--- src/rtl/utf8_pkg.sv ---
// utf8_pkg: shared types and constants for the UTF-8 decode sequencer
package utf8_pkg;
    typedef enum logic [2:0] {CLR, FEED, CHECK, READ, OUT} state_t;
    localparam int FLAG_NONUNI   = 0;
    localparam int FLAG_OVERLONG = 1;
    localparam int FLAG_INVALID  = 2;
    localparam int FLAG_RETRY    = 3;
    localparam int FLAG_TRUNC    = 4;
    localparam logic STROBE_IDLE = 1'b1;
    localparam int READ_COUNT    = 4;
endpackage

--- src/rtl/utf8_strobe_gen.sv ---
// utf8_strobe_gen: one registered active-low strobe pulse followed by one settle cycle
// Ports: fire (request, honoured when idle or done), strobe_n (to converter),
//        idle (no pulse in flight), done (settle cycle; converter status is valid now)
// RST_VAL is the strobe level held while rst=1.
module utf8_strobe_gen
    import utf8_pkg::*;
#(
    parameter logic RST_VAL = STROBE_IDLE
) (
    input  logic clk,
    input  logic rst,
    input  logic fire,
    output logic strobe_n,
    output logic idle,
    output logic done
);
    logic [1:0] phase_q, phase_d;
    logic       strobe_q, strobe_d;

    always_comb begin
        phase_d  = fire ? 2'd1 : (phase_q == 2'd1 ? 2'd2 : 2'd0);
        strobe_d = fire ? ~STROBE_IDLE : STROBE_IDLE;
    end

    always_ff @(posedge clk) begin
        if (rst) begin
            phase_q  <= 2'd0;
            strobe_q <= RST_VAL;
        end else begin
            phase_q  <= phase_d;
            strobe_q <= strobe_d;
        end
    end

    assign strobe_n = strobe_q;
    assign idle     = phase_q == 2'd0;
    assign done     = phase_q == 2'd2;
endmodule

--- src/rtl/utf8_decode_seq.sv ---
// utf8_decode_seq: feeds UTF-8 bytes to an external converter core and returns its result
// Build option: UTF8_SEQ_TRUNC_FLUSH_EN -- s_last on an incomplete sequence flushes it with trunc=1
// Ports: s_valid/s_data/s_last in, s_ready pulses once per committed byte;
//        m_valid/m_data/m_flags out ({trunc, retry, invalid, overlong, nonuni}), m_ready in;
//        core_* : converter data/strobes (active-low) and status; core_rst_out is reserved (always high)
module utf8_decode_seq
    import utf8_pkg::*;
(
    input  logic        clk,
    input  logic        rst,
    input  logic        s_valid,
    input  logic [7:0]  s_data,
    input  logic        s_last,
    output logic        s_ready,
    output logic        m_valid,
    output logic [31:0] m_data,
    output logic [4:0]  m_flags,
    input  logic        m_ready,
    output logic [7:0]  core_din,
    output logic        core_bin,
    output logic        core_cout,
    output logic        core_rst_in,
    output logic        core_rst_out,
    input  logic [7:0]  core_dout,
    input  logic        core_ready,
    input  logic        core_retry,
    input  logic        core_invalid,
    input  logic        core_overlong,
    input  logic        core_nonuni
);
    state_t      state_q, state_d;
    logic [7:0]  hold_q, hold_d;
    logic        refeed_q, refeed_d;
    logic        trunc_q, trunc_d;
    logic        s_ready_q, s_ready_d;
    logic [31:0] m_data_q, m_data_d;
    logic [4:0]  m_flags_q, m_flags_d;
    logic [1:0]  cnt_q, cnt_d;
    logic        fire_bin, fire_cout, fire_rst;
    logic        bin_idle, bin_done, cout_idle, cout_done, rst_idle, rst_done;
`ifdef UTF8_SEQ_TRUNC_FLUSH_EN
    logic        last_q, last_d;
`else
    logic        unused_last;
    assign unused_last = s_last;
`endif

    utf8_strobe_gen #(.RST_VAL(STROBE_IDLE)) u_bin (
        .clk(clk), .rst(rst), .fire(fire_bin), .strobe_n(core_bin), .idle(bin_idle), .done(bin_done)
    );
    utf8_strobe_gen #(.RST_VAL(STROBE_IDLE)) u_cout (
        .clk(clk), .rst(rst), .fire(fire_cout), .strobe_n(core_cout), .idle(cout_idle), .done(cout_done)
    );
    // converter is held in reset while rst=1, so this strobe resets low
    utf8_strobe_gen #(.RST_VAL(~STROBE_IDLE)) u_rst (
        .clk(clk), .rst(rst), .fire(fire_rst), .strobe_n(core_rst_in), .idle(rst_idle), .done(rst_done)
    );

    always_comb begin
        state_d   = state_q;
        hold_d    = hold_q;
        refeed_d  = refeed_q;
        trunc_d   = trunc_q;
        s_ready_d = 1'b0;
        m_data_d  = m_data_q;
        m_flags_d = m_flags_q;
        cnt_d     = cnt_q;
        fire_bin  = 1'b0;
        fire_cout = 1'b0;
        fire_rst  = 1'b0;
`ifdef UTF8_SEQ_TRUNC_FLUSH_EN
        last_d    = last_q;
`endif
        case (state_q)
            CLR: begin
                fire_rst = rst_idle;
                trunc_d  = 1'b0;
                if (rst_done) state_d = FEED;
            end
            FEED: begin
                // a byte the converter asked to retry is replayed from hold_q, ignoring s_valid
                if (bin_idle && (refeed_q || s_valid)) begin
                    fire_bin = 1'b1;
                    refeed_d = 1'b0;
                    hold_d   = refeed_q ? hold_q : s_data;
`ifdef UTF8_SEQ_TRUNC_FLUSH_EN
                    last_d   = refeed_q ? last_q : s_last;
`endif
                end
                // s_ready is registered here so it is high during CHECK, before FEED looks at s_valid again
                if (bin_done) begin
                    s_ready_d = ~core_retry;
                    state_d   = CHECK;
                end
            end
            CHECK: begin
                cnt_d = 2'd0;
                if (core_retry) begin
                    refeed_d = 1'b1;
                    state_d  = READ;
                end else if (core_ready) state_d = READ;
`ifdef UTF8_SEQ_TRUNC_FLUSH_EN
                else if (last_q) begin
                    trunc_d = 1'b1;
                    state_d = READ;
                end
`endif
                else state_d = FEED;
            end
            READ: begin
                // next read pulse fires in the settle cycle of the previous one
                fire_cout = cout_idle || (cout_done && cnt_q != 2'(READ_COUNT - 1));
                if (cout_done) begin
                    m_data_d = {m_data_q[23:0], core_dout};
                    cnt_d    = cnt_q + 2'd1;
                    if (cnt_q == 2'(READ_COUNT - 1)) begin
                        state_d                  = OUT;
                        m_flags_d[FLAG_TRUNC]    = trunc_q;
                        m_flags_d[FLAG_RETRY]    = core_retry;
                        m_flags_d[FLAG_INVALID]  = core_invalid;
                        m_flags_d[FLAG_OVERLONG] = core_overlong;
                        m_flags_d[FLAG_NONUNI]   = core_nonuni;
                    end
                end
            end
            OUT: if (m_ready) state_d = CLR;
            default: state_d = CLR;
        endcase
    end

    always_ff @(posedge clk) begin
        if (rst) begin
            state_q   <= CLR;
            hold_q    <= 8'd0;
            refeed_q  <= 1'b0;
            trunc_q   <= 1'b0;
            s_ready_q <= 1'b0;
            m_data_q  <= 32'd0;
            m_flags_q <= 5'd0;
            cnt_q     <= 2'd0;
`ifdef UTF8_SEQ_TRUNC_FLUSH_EN
            last_q    <= 1'b0;
`endif
        end else begin
            state_q   <= state_d;
            hold_q    <= hold_d;
            refeed_q  <= refeed_d;
            trunc_q   <= trunc_d;
            s_ready_q <= s_ready_d;
            m_data_q  <= m_data_d;
            m_flags_q <= m_flags_d;
            cnt_q     <= cnt_d;
`ifdef UTF8_SEQ_TRUNC_FLUSH_EN
            last_q    <= last_d;
`endif
        end
    end

    assign s_ready      = s_ready_q;
    assign m_valid      = state_q == OUT;
    assign m_data       = m_data_q;
    assign m_flags      = m_flags_q;
    assign core_din     = hold_q;
    assign core_rst_out = STROBE_IDLE;
endmodule
--- config.mk ---
export PLATFORM = sky130hd
export DESIGN_NAME = utf8_decode_seq
export DESIGN_NICKNAME = d
export VERILOG_FILES = /design/src/rtl/utf8_pkg.sv /design/src/rtl/utf8_strobe_gen.sv /design/src/rtl/utf8_decode_seq.sv
export SDC_FILE = /design/constraint.sdc
export NUM_CORES = 1
export LEC_CHECK = 0
export CORE_ASPECT_RATIO = 1.4
export CORE_MARGIN = 1.5
export CORE_UTILIZATION = 40
export DETAILED_ROUTE_END_ITERATION = 7
export GPL_TIMING_DRIVEN = 0
export PLACE_DENSITY = 0.71
export REMOVE_ABC_BUFFERS = 1
export SETUP_SLACK_MARGIN = 0.2
export SLEW_MARGIN = 10
export SYNTH_ARGS = -nofsm -noshare
export SYNTH_HDL_FRONTEND = slang
export SYNTH_HIERARCHICAL = 1
export SYNTH_SLANG_ARGS = --single-unit
--- constraint.sdc ---
create_clock -name clk -period 1.85 [get_ports clk]
set_clock_uncertainty 0.1 [all_clocks]
set_input_delay 0.555 -clock clk [delete_from_list [all_inputs] [get_ports clk]]
set_output_delay 0.555 -clock clk [all_outputs]
set_load 0.01 [all_outputs]
# Word-level counts from Yosys, hierarchy flattened
# Cells that the tools add are included.
# totals
word_cells,86
in_bits,26
romBits,0
reg_bits,60
n_memories,0
latchBits,0
mem_bits_rw,0
output_inout_bits,51
# op_classes
multipliers,0
div,0
muxes,26
order_cmp,0
n_bitwise,4
addsub,1
n_shift,0
eq_ne,19
reduce_logical,20
# ops
operator,n
$mux 3,5
$pmux 3 s5,1
$ne 2x2->1 const B,7
$mux 1,12
$mux 2,6
$reduce_and 3->1,3
$eq 2x2->1 const B,4
$eq 2x1->1 const B,3
$eq 3x2->1 const B,2
$logic_not 2->1,3
$reduce_or 2->1,3
$reduce_and 5->1,1
$not 1->1,4
$pmux 2 s2,1
$reduce_and 2->1,2
$reduce_bool 2->1,2
$eq 3x1->1 const B,1
$eq 3x3->1 const B,1
$logic_not 3->1,1
$reduce_or 3->1,1
$add 2x1->2 const B,1
$logic_and 1x1->1,2
$logic_or 1x1->1,2
$ne 2x1->1 const B,1
$pmux 1 s2,1

# Longest topological paths before layout
# depth
word_depth,5
depth_mapped,6
mapped_depth_nobuf,5

# Cells and area by module
# Netlist, hierarchy kept.
# by_module_without_submodules
module,cells_each,area_each_um2,seq_area_each_um2,instances
utf8_decode_seq,244,2034.5,1021.0,1
utf8_strobe_gen (u_bin ...),8,97.6,60.1,2
utf8_strobe_gen (u_rst),8,95.1,60.1,1

# Worst setup path before layout
# No wires, ideal clock.
# synth_path
kind,register -> output
start,register state_q[2]
end,output m_valid
stages_incl_launch_ff,3
path_slack_ns,0.205
arrival_time_ns,0.990
path_buffers,1
required_ns,1.195
cell_sequence,dfxtp_1 > clkbuf_1 > nor3b_1
# synth_between
elab_chain_cells,1
# synth_lines
element,line,text
start: declaration,utf8_decode_seq.sv:31,"state_t state_q, state_d;"
start signal: assignment,utf8_decode_seq.sv:145,state_q <= state_d;
$eq 3x3->1,utf8_decode_seq.sv:160,assign m_valid = state_q == OUT;
end: declaration,utf8_decode_seq.sv:15,"output logic m_valid,"
# No other way between the ends.

# Worst setup path after layout
# layout_path
start,register state_q[0]
end,output m_valid
# Same word-level chain as after synthesis.

==> impl_metrics.json <==
{
  "min_path_type": "reg2reg",
  "routed_wirelength_um": 5250,
  "final_util": 0.596,
  "grt_overflow_total": 0,
  "post-route-period-util": 0.923,
  "placementRows": 32,
  "final_area_um2": 3310,
  "crit_path_start_kind": "register",
  "vias": 2050,
  "setup_viol_count_final": 0,
  "p_clk_frac": 0.439,
  "end_kind": "output pin",
  "syn_area_um2": 2320,
  "placed_cell_area_um2": 3080,
  "fmax_ghz": 0.586,
  "startpoint": "state_q[0]",
  "switching_share": 0.220,
  "die-area_um2": 6280,
  "grt_pass1_vias": 1879,
  "antenna_left": 0,
  "p_comb_frac": 0.055,
  "hp-start": "m_data[29]",
  "max-vdd-ir-drop_v": 0.000535,
  "die_y_um": 93.2,
  "tns_ns": 0,
  "cp_max_fo": 14,
  "criticalPathCategory": "reg2out",
  "synth_edf_count": 0,
  "p_int_uw": 2030,
  "cap_violations": 0,
  "syn_area_per_cell_um2": 8.67,
  "track_usage": 0.172,
  "grt_max_degree": 44,
  "gp_congestion": 0.795,
  "fin_ws_ns": 0.143,
  "placed_cells": 392,
  "vias_per_cell": 4.94,
  "clk_path_buf_depth": 2,
  "wl_per_cell_um": 12.6,
  "grt_first_pass_wirelength_um": 8270,
  "cp.required_ns": 1.19,
  "nets": 370,
  "synth_ff_type": "dfxtp_1",
  "n_antenna_cell": 0,
  "fin_cells": 415,
  "power_switching_uw": 571,
  "clk_pin_slew_ns": 0.06,
  "status": "finished clean",
  "initial_core_util": 0.418,
  "synth_cells": 268,
  "ys_types": 34,
  "sequentialPowerShare": 0.506,
  "drcViolationCount": 0,
  "pre_cts_slack_ns": -0.268,
  "insertion_delay_ns": 0.33,
  "post_cts_hold_buffer_count": 0,
  "fp.coreArea_um2": 5570,
  "synth.area.top_cells": "dfxtp_1 (52%), nand2_1 (11%), a21oi_1 (8.6%), nand2b_1 (5.4%), mux2i_1 (3.4%)",
  "yosys_warnings": 6,
  "drt-pass1-iter-count": 4,
  "power.density_nw_per_um2": 785,
  "maxSlewViolCount": 0,
  "async_flop_share": 0,
  "grt_antenna_before_repair": 0,
  "synth_area_leader_cell": "dfxtp_1",
  "yosys.area.top_type_share": 0.517,
  "numCtsBuffers": 9,
  "slew_headroom": 0.580,
  "cts_tree": "built",
  "leakagePower_uw": 0.00130,
  "synth_seq_cells": 60,
  "clock_sinks": 60,
  "final-hold-violation-count": 0,
  "fin_crit_ns": 1.71,
  "tightest_slew_ns": 0.621,
  "cts_max_level": 3,
  "areaGrowthSynthToFinish_pct": 42.6,
  "rsz0062_at_grt": "yes",
  "port-buffer-count": 73,
  "die_w_um": 67.4,
  "cts_root_buf": "clkbuf_8",
  "regToRegStartpoint": "u_cout/phase_q[1]",
  "io_pins": 77,
  "drtIter0Drc": 103,
  "critical_path_arrival_ns": 1.05,
  "drive_above_1_share": 0.127,
  "dp_hpwl_um": 3140,
  "ys_seq_area_frac": 0.517
}
worst max-delay path, cell delays in order (launching register included):
cell and delay, ns:
dfxtp_4 0.40, nor3b_2 0.17, buf_2 0.15
area by class of cell:
class	instances	area (µm²)
Inverter	2	7.51
Clock buffer	10	138
Clock inverter	5	52.6
Sequential cell	60	1210
Fill cell	533	2250
Timing Repair Buffer	82	761
Tap cell	68	85.1
Multi-Input combinational cell	188	1060
synth_stat cells, types with 2 or more instances:
cell type and n:
a21oi_1 40, buf_2 8, nor2b_1 6, buf_4 2, clkbuf_1 9, mux2i_1 8
dfxtp_1 60, inv_1 2, nor2_1 9, nand3_1 6, nand2_1 67, nor3b_1 2
nor4b_2 3, o21ai_0 5, nand2b_1 20, conb_1 2, or3_1 2
routing by layer:
metal	vias up	track usage	wire length, µm
li1	1037	-	-
met1	938	0.204	2340
met2	65	0.279	2470
met3	10	0.0385	330
met4	0	0.0969	108
met5	-	0	0
through the flow:
| step | total power (µW) | hold WS, ns |
|---|---|---|
| floorplan | 1390 | 0.328 |
| global placement | 1490 | 0.341 |
| detailed placement | 1490 | 0.348 |
| CTS | 2630 | 0.355 |
| global route | 2710 | 0.380 |
| finish | 2600 | 0.352 |
path summary, 6_finish.rpt:
path,end,slack (ns),cells past startpoint
max,m_valid,0.14,2
min,m_data[29],0.35,2
max reg2reg,m_data[15],0.27,4
min reg2reg,m_data[29],0.35,2
state kept, by name, indices dropped and copies added (netlist names):
signal           flops
cnt_q                2
m_flags              4
u_rst/phase_q        2
s_ready              1
refeed_q             1
core_din             8
m_data              32
u_cout/phase_q       2
u_rst/strobe_n       1
u_bin/strobe_n       1
state_q              3
u_cout/strobe_n      1
u_bin/phase_q        2
cell usage in the layout (no fill, tap or decap), types with 2 or more instances in the layout:
master,instances
a21oi_1,39
buf_12,2
buf_2,2
buf_4,6
clkbuf_2,3
clkbuf_8,10
clkdlybuf4s15_1,12
clkdlybuf4s50_1,23
clkinv_2,3
conb_1,2
dfxtp_1,57
dfxtp_4,3
dlygate4sd2_1,33
inv_1,2
mux2i_1,8
nand2_1,67
nand2b_1,20
nand3_1,5
nor2_1,9
nor2b_1,5
nor4b_2,3
o21ai_0,5
or3_1,2
cells by family (layout without fill, tap and decap cells):
group                      after synthesis  after routing  share of synthesized area
other                                    2              2                    0.00323
AOI/OAI and AO/OA                       51             51                      0.118
buffers and inverters                   21             99                     0.0414
and+or+nand+nor                        125            126                      0.281
DFF                                     60             60                      0.517
adders and majority gates                1              1                    0.00538
muxes                                    8              8                     0.0344
repair_timing:
item	CTS	global route
endpoints found under the setup margin	95	58
pin swaps	3	1
cloned	0	1
setup buffers	5	2
gates resized for setup	63	18
hold endpoints to repair	0	0
power by group through the flow:
stage	Clock (µW)	Sequential [µW]	Combinational (µW)
global route	1230	1320	157
CTS	1170	1310	144
floorplan	0	1350	44.9
detailed placement	0	1350	145
global placement	0	1350	141
finish	1140	1320	144
No activity file was read; power rests on OpenSTA's default activity.
==> RTL change 1, RTL diff (config.mk and constraints unchanged) <==
Build with the macro `UTF8_SEQ_TRUNC_FLUSH_EN` defined.
--- a/src/rtl/utf8_decode_seq.sv
+++ b/src/rtl/utf8_decode_seq.sv
@@ -4,4 +4,6 @@
 //        m_valid/m_data/m_flags out ({trunc, retry, invalid, overlong, nonuni}), m_ready in;
 //        core_* : converter data/strobes (active-low) and status; core_rst_out is reserved (always high)
+`define UTF8_SEQ_TRUNC_FLUSH_EN
+
 module utf8_decode_seq
     import utf8_pkg::*;
Behaviour: not the same (a bounded check fails within 10 cycles, from zero or initial values and one cycle with rst high).
==> RTL change 1 against the original RTL <==
Area after synthesis grew 8.7%; worst setup slack worse by 0.010 ns; sequential cell count rose by 3; power grew 8.2%; largest power group unchanged; via count grew 10%; final area up 9.1%; wire length is 8.6% higher; critical path depth unchanged.
==> RTL change 1: results <==
{
  "worst_r2r_path_depth": 6,
  "ys_seq_area_share_pct": 49.9,
  "synthTopCellsByArea": "dfxtp_1, nand2_1, a21oi_1",
  "met2_usage_pct": 27.2,
  "place_ws_ns": -0.360,
  "whs_path_depth": 1,
  "hold_path.startpoint": "u_cout/phase_q[1]",
  "grtUsageMet1_pct": 18.5,
  "grt_max_degree": 39,
  "whs_endpoint": "u_cout/phase_q[1]",
  "drive_gt1_share_pct": 14.3,
  "r2r_slack_ns": 0.25,
  "grt_pass1_wl_mm": 8.87,
  "nNetsFinal": 400,
  "use_met3_pct": 3.94,
  "grt_usage_pct": 16.2,
  "grt_pass1_vias": 1995,
  "filler_cell_count": 548,
  "multi_input_area_share_pct": 31.9,
  "p_sw_mw": 0.602,
  "outcome": "finished, final reports clean",
  "seq_area_share_pct": 35.2,
  "place.port_buffers": 75,
  "p_seq_share_pct": 48.8,
  "post_drt_wl_per_cell_um": 12.7,
  "gp_congestion": 0.737,
  "num-nonclk-buffers": 93,
  "max-vdd-ir-drop_mv": 0.542,
  "synth_common_cells": "nand2_1, dfxtp_1, a21oi_1",
  "buffer_area_share_pct": 24.2
}
## RTL change 1: cell types whose count changed after synthesis, moves of 3 or more
cell,before,now
buf_6,0,6
buf_2,8,4
nor3_1,1,5
buf_4,2,5
clkbuf_1,9,6
dfxtp_1,60,63
nor2b_1,6,9
## RTL change 1: stage by stage
step | instances | cell area (um^2) | total power, mW | hold slack (ns)
after CTS | 435 | 3470 | 2.84 | 0.353
after floorplan | 267 | 2380 | 1.46 | 0.328
after global routing | 450 | 3620 | 2.93 | 0.354
final | 450 | 3620 | 2.81 | 0.333
after global placement | 414 | 3220 | 1.56 | 0.342
after detailed placement | 417 | 3270 | 1.56 | 0.346
## RTL change 1: layer usage
layer	routed length [um]	vias to the layer above
met5	0	-
met4	105	0
met3	359	11
met2	2810	78
met1	2430	1040
li1	-	1132
## RTL change 1: critical path, stage by stage, from the launching register on
cell     delay (ns)
dfxtp_4        0.37
nor3b_4        0.20
buf_2          0.16
## RTL change 1: worst max-delay path by stage
stage                       from          to  slack, ns
5_1_grt               state_q[1]     m_valid       0.09
3_5_place_dp   u_cout/phase_q[1]  m_flags[1]      -0.36
3_3_place_gp                 rst    cnt_q[1]      -1.48
4_1_cts               state_q[0]     m_valid      -0.04
2_1_floorplan  u_cout/phase_q[1]  m_flags[0]      -0.40
6_report              state_q[1]     m_valid       0.13
## RTL change 1: cell families (layout without fill, tap and decap cells)
| family | count (synthesis) | count (layout) | share of synthesized area, % |
|---|---|---|---|
| AND/OR/NAND/NOR | 132 | 134 | 26.6 |
| flip-flops | 63 | 63 | 49.9 |
| AO/OA/AOI/OAI | 57 | 57 | 12.6 |
| buffers and inverters | 24 | 112 | 6.29 |
| multiplexers | 10 | 10 | 3.96 |
| adder cells (fa/ha/maj) | 1 | 1 | 0.495 |
| other | 1 | 1 | 0.148 |
==> RTL change 2, RTL diff (config.mk and constraints unchanged) <==
Without the edit above. The 5 states of `state_t` get a one-hot encoding in 5 bits.
--- a/src/rtl/utf8_pkg.sv
+++ b/src/rtl/utf8_pkg.sv
@@ -1,5 +1,5 @@
 // utf8_pkg: shared types and constants for the UTF-8 decode sequencer
 package utf8_pkg;
-    typedef enum logic [2:0] {CLR, FEED, CHECK, READ, OUT} state_t;
+    typedef enum logic [4:0] {CLR = 5'b00001, FEED = 5'b00010, CHECK = 5'b00100, READ = 5'b01000, OUT = 5'b10000} state_t;
     localparam int FLAG_NONUNI   = 0;
     localparam int FLAG_OVERLONG = 1;
Behaviour: no difference found for any inputs over 10 cycles, from zero or initial values and one cycle with rst high; not proved beyond that.
==> RTL change 2 against the original RTL <==
Critical path depth is 1 higher; core utilization is 0.49 points higher; area after synthesis is 1.2% higher; wire length is 8.7% lower; final area is 1.5% higher; sequential cell count is 2 higher; worst setup slack worse by 0.11 ns; fmax is 6.1% lower.
Power is not compared: it rests on default switching activity, and its combinational part moved more than twofold at a synthesized area within 25%.
==> RTL change 2: results <==
{
  "clk_path_buf_depth": 2,
  "reg2reg_from": "state_q[0]",
  "cts_buffers": 9,
  "whs_ns": 0.357,
  "outcome": "finished, final reports clean",
  "grt_max_degree": 43,
  "p_sw_mw": 0.697,
  "root_buffer": "clkbuf_8",
  "r2r_slack_ns": 0.22,
  "clock_latency_ns": 0.33,
  "yosysWarnings": 6,
  "wl_mm": 4.79,
  "drtIter0Drc": 44,
  "h-tree-depth": 3,
  "hold_path.startpoint": "u_rst/phase_q[1]",
  "timing.rr.end": "state_q[1]",
  "whs_endpoint": "u_rst/phase_q[1]",
  "largest_register_ffs": 32,
  "dr_total_vias": 1826,
  "drive_gt1_share_pct": 17.4,
  "synthTopCellsByArea": "dfxtp_1, mux2i_1, nor2_1",
  "p_leak_nw": 1.71,
  "ys_seq_area_share_pct": 52.7,
  "gp_congestion": 0.750,
  "netlist-cell-type-count": 32,
  "dpl.hpwl_mm": 3.21,
  "placed_area_mm2": 0.00313,
  "filler_cell_count": 496,
  "cp.arrival_ns": 1.16,
  "worst_r2r_path_depth": 5,
  "grt_pass1_wl_mm": 8.07,
  "path_clk_slew_ns": 0.06,
  "grt_pass1_vias": 1805,
  "synth_common_cells": "dfxtp_1, nor2_1, mux2i_1",
  "grt_usage_pct": 16.8,
  "whs_path_depth": 1,
  "synth_ff_type": "dfxtp_1",
  "max-vdd-ir-drop_mv": 0.556,
  "nNetsFinal": 333,
  "antenna_found_initial": 0,
  "n_antenna_cell": 0,
  "cpMaxStageDelayCell": "dfxtp_4",
  "async_reset_ff_share_pct": 0,
  "slowest_delay_ns": 0.35,
  "hp-class": "flip-flop to flip-flop",
  "first_pass_iters": 4,
  "place.port_buffers": 73,
  "crit_path_max_fanout": 3
}
==> RTL change 2: worst max-delay path by stage <==
stage	from	end	slack [ns]
final	state_q[0]	m_valid	0.03
after global routing	state_q[0]	m_valid	-0.06
after CTS	state_q[2]	m_valid	0.007
after detailed placement	state_q[0]	m_valid	-0.32
after global placement	state_q[0]	cnt_q[0]	-1.46
after floorplan	state_q[0]	cnt_q[0]	-0.83
==> RTL change 2: critical path, delay by kind of cell, from the launching register on <==
| kind | cells | cell delay, ns |
|---|---|---|
| simple gates | 2 | 0.36 |
| flops | 1 | 0.35 |
| buf+inv | 1 | 0.13 |
==> RTL change 2: timing repair <==
action	4_1_cts	5_1_grt
buffers inserted	2	3
setup endpoints to repair	95	47
hold buffers	0	0
resized for setup	63	43
pin swaps	2	5
==> RTL change 2: routing by layer <==
| layer | part of all wire, % | track usage (%) | vias to the layer above |
|---|---|---|---|
| met5 | 0 | 0 | - |
| met4 | 2.1 | 9.00 | 0 |
| met3 | 8.6 | 6.71 | 9 |
| met2 | 46 | 26.3 | 55 |
| met1 | 43 | 19.2 | 838 |
| li1 | - | - | 924 |
==> RTL change 2: power by group through the flow <==
stage	sequential (mW)	combinational, mW	clock, mW
3_5_place_dp	1.45	0.334	0
3_3_place_gp	1.45	0.329	0
6_report	1.43	0.370	1.30
5_1_grt	1.43	0.411	1.40
2_1_floorplan	1.45	0.198	0
4_1_cts	1.42	0.344	1.35
==> RTL change 2: layout make-up <==
cell class | count | area (um^2) | share of cell area [%]
clock buffer | 11 | 151 | 4.50
tap | 68 | 85.1 | 2.53
clock inverter | 4 | 70.1 | 2.08
inverter | 3 | 11.3 | 0.335
multi-input combinational | 150 | 1070 | 31.8
timing repair buffer | 80 | 727 | 21.6
sequential | 62 | 1250 | 37.1
==> RTL change 2: cells by family (layout without fill, tap and decap cells) <==
family / after synthesis / count (layout) / synth area share [%]
buf+inv: 15 / 98 / 3.83
mux: 44 / 44 / 18.7
other cells: 2 / 2 / 0.319
flops: 62 / 62 / 52.7
simple gates: 93 / 93 / 20.4
compound gates: 10 / 10 / 3.51
fa+ha+maj: 1 / 1 / 0.532
==> RTL change 2: through the flow <==
stage                     utilization (%)  setup WS [ns]  power [mW]  cells
final                                60.0         0.0311        3.10    378
after floorplan                         -         -0.834        1.65    215
after global placement               55.1          -1.46        1.77    356
after detailed placement             55.8         -0.315        1.78    358
after CTS                            59.8        0.00676        3.11    375
after global routing                 60.0        -0.0552        3.24    378
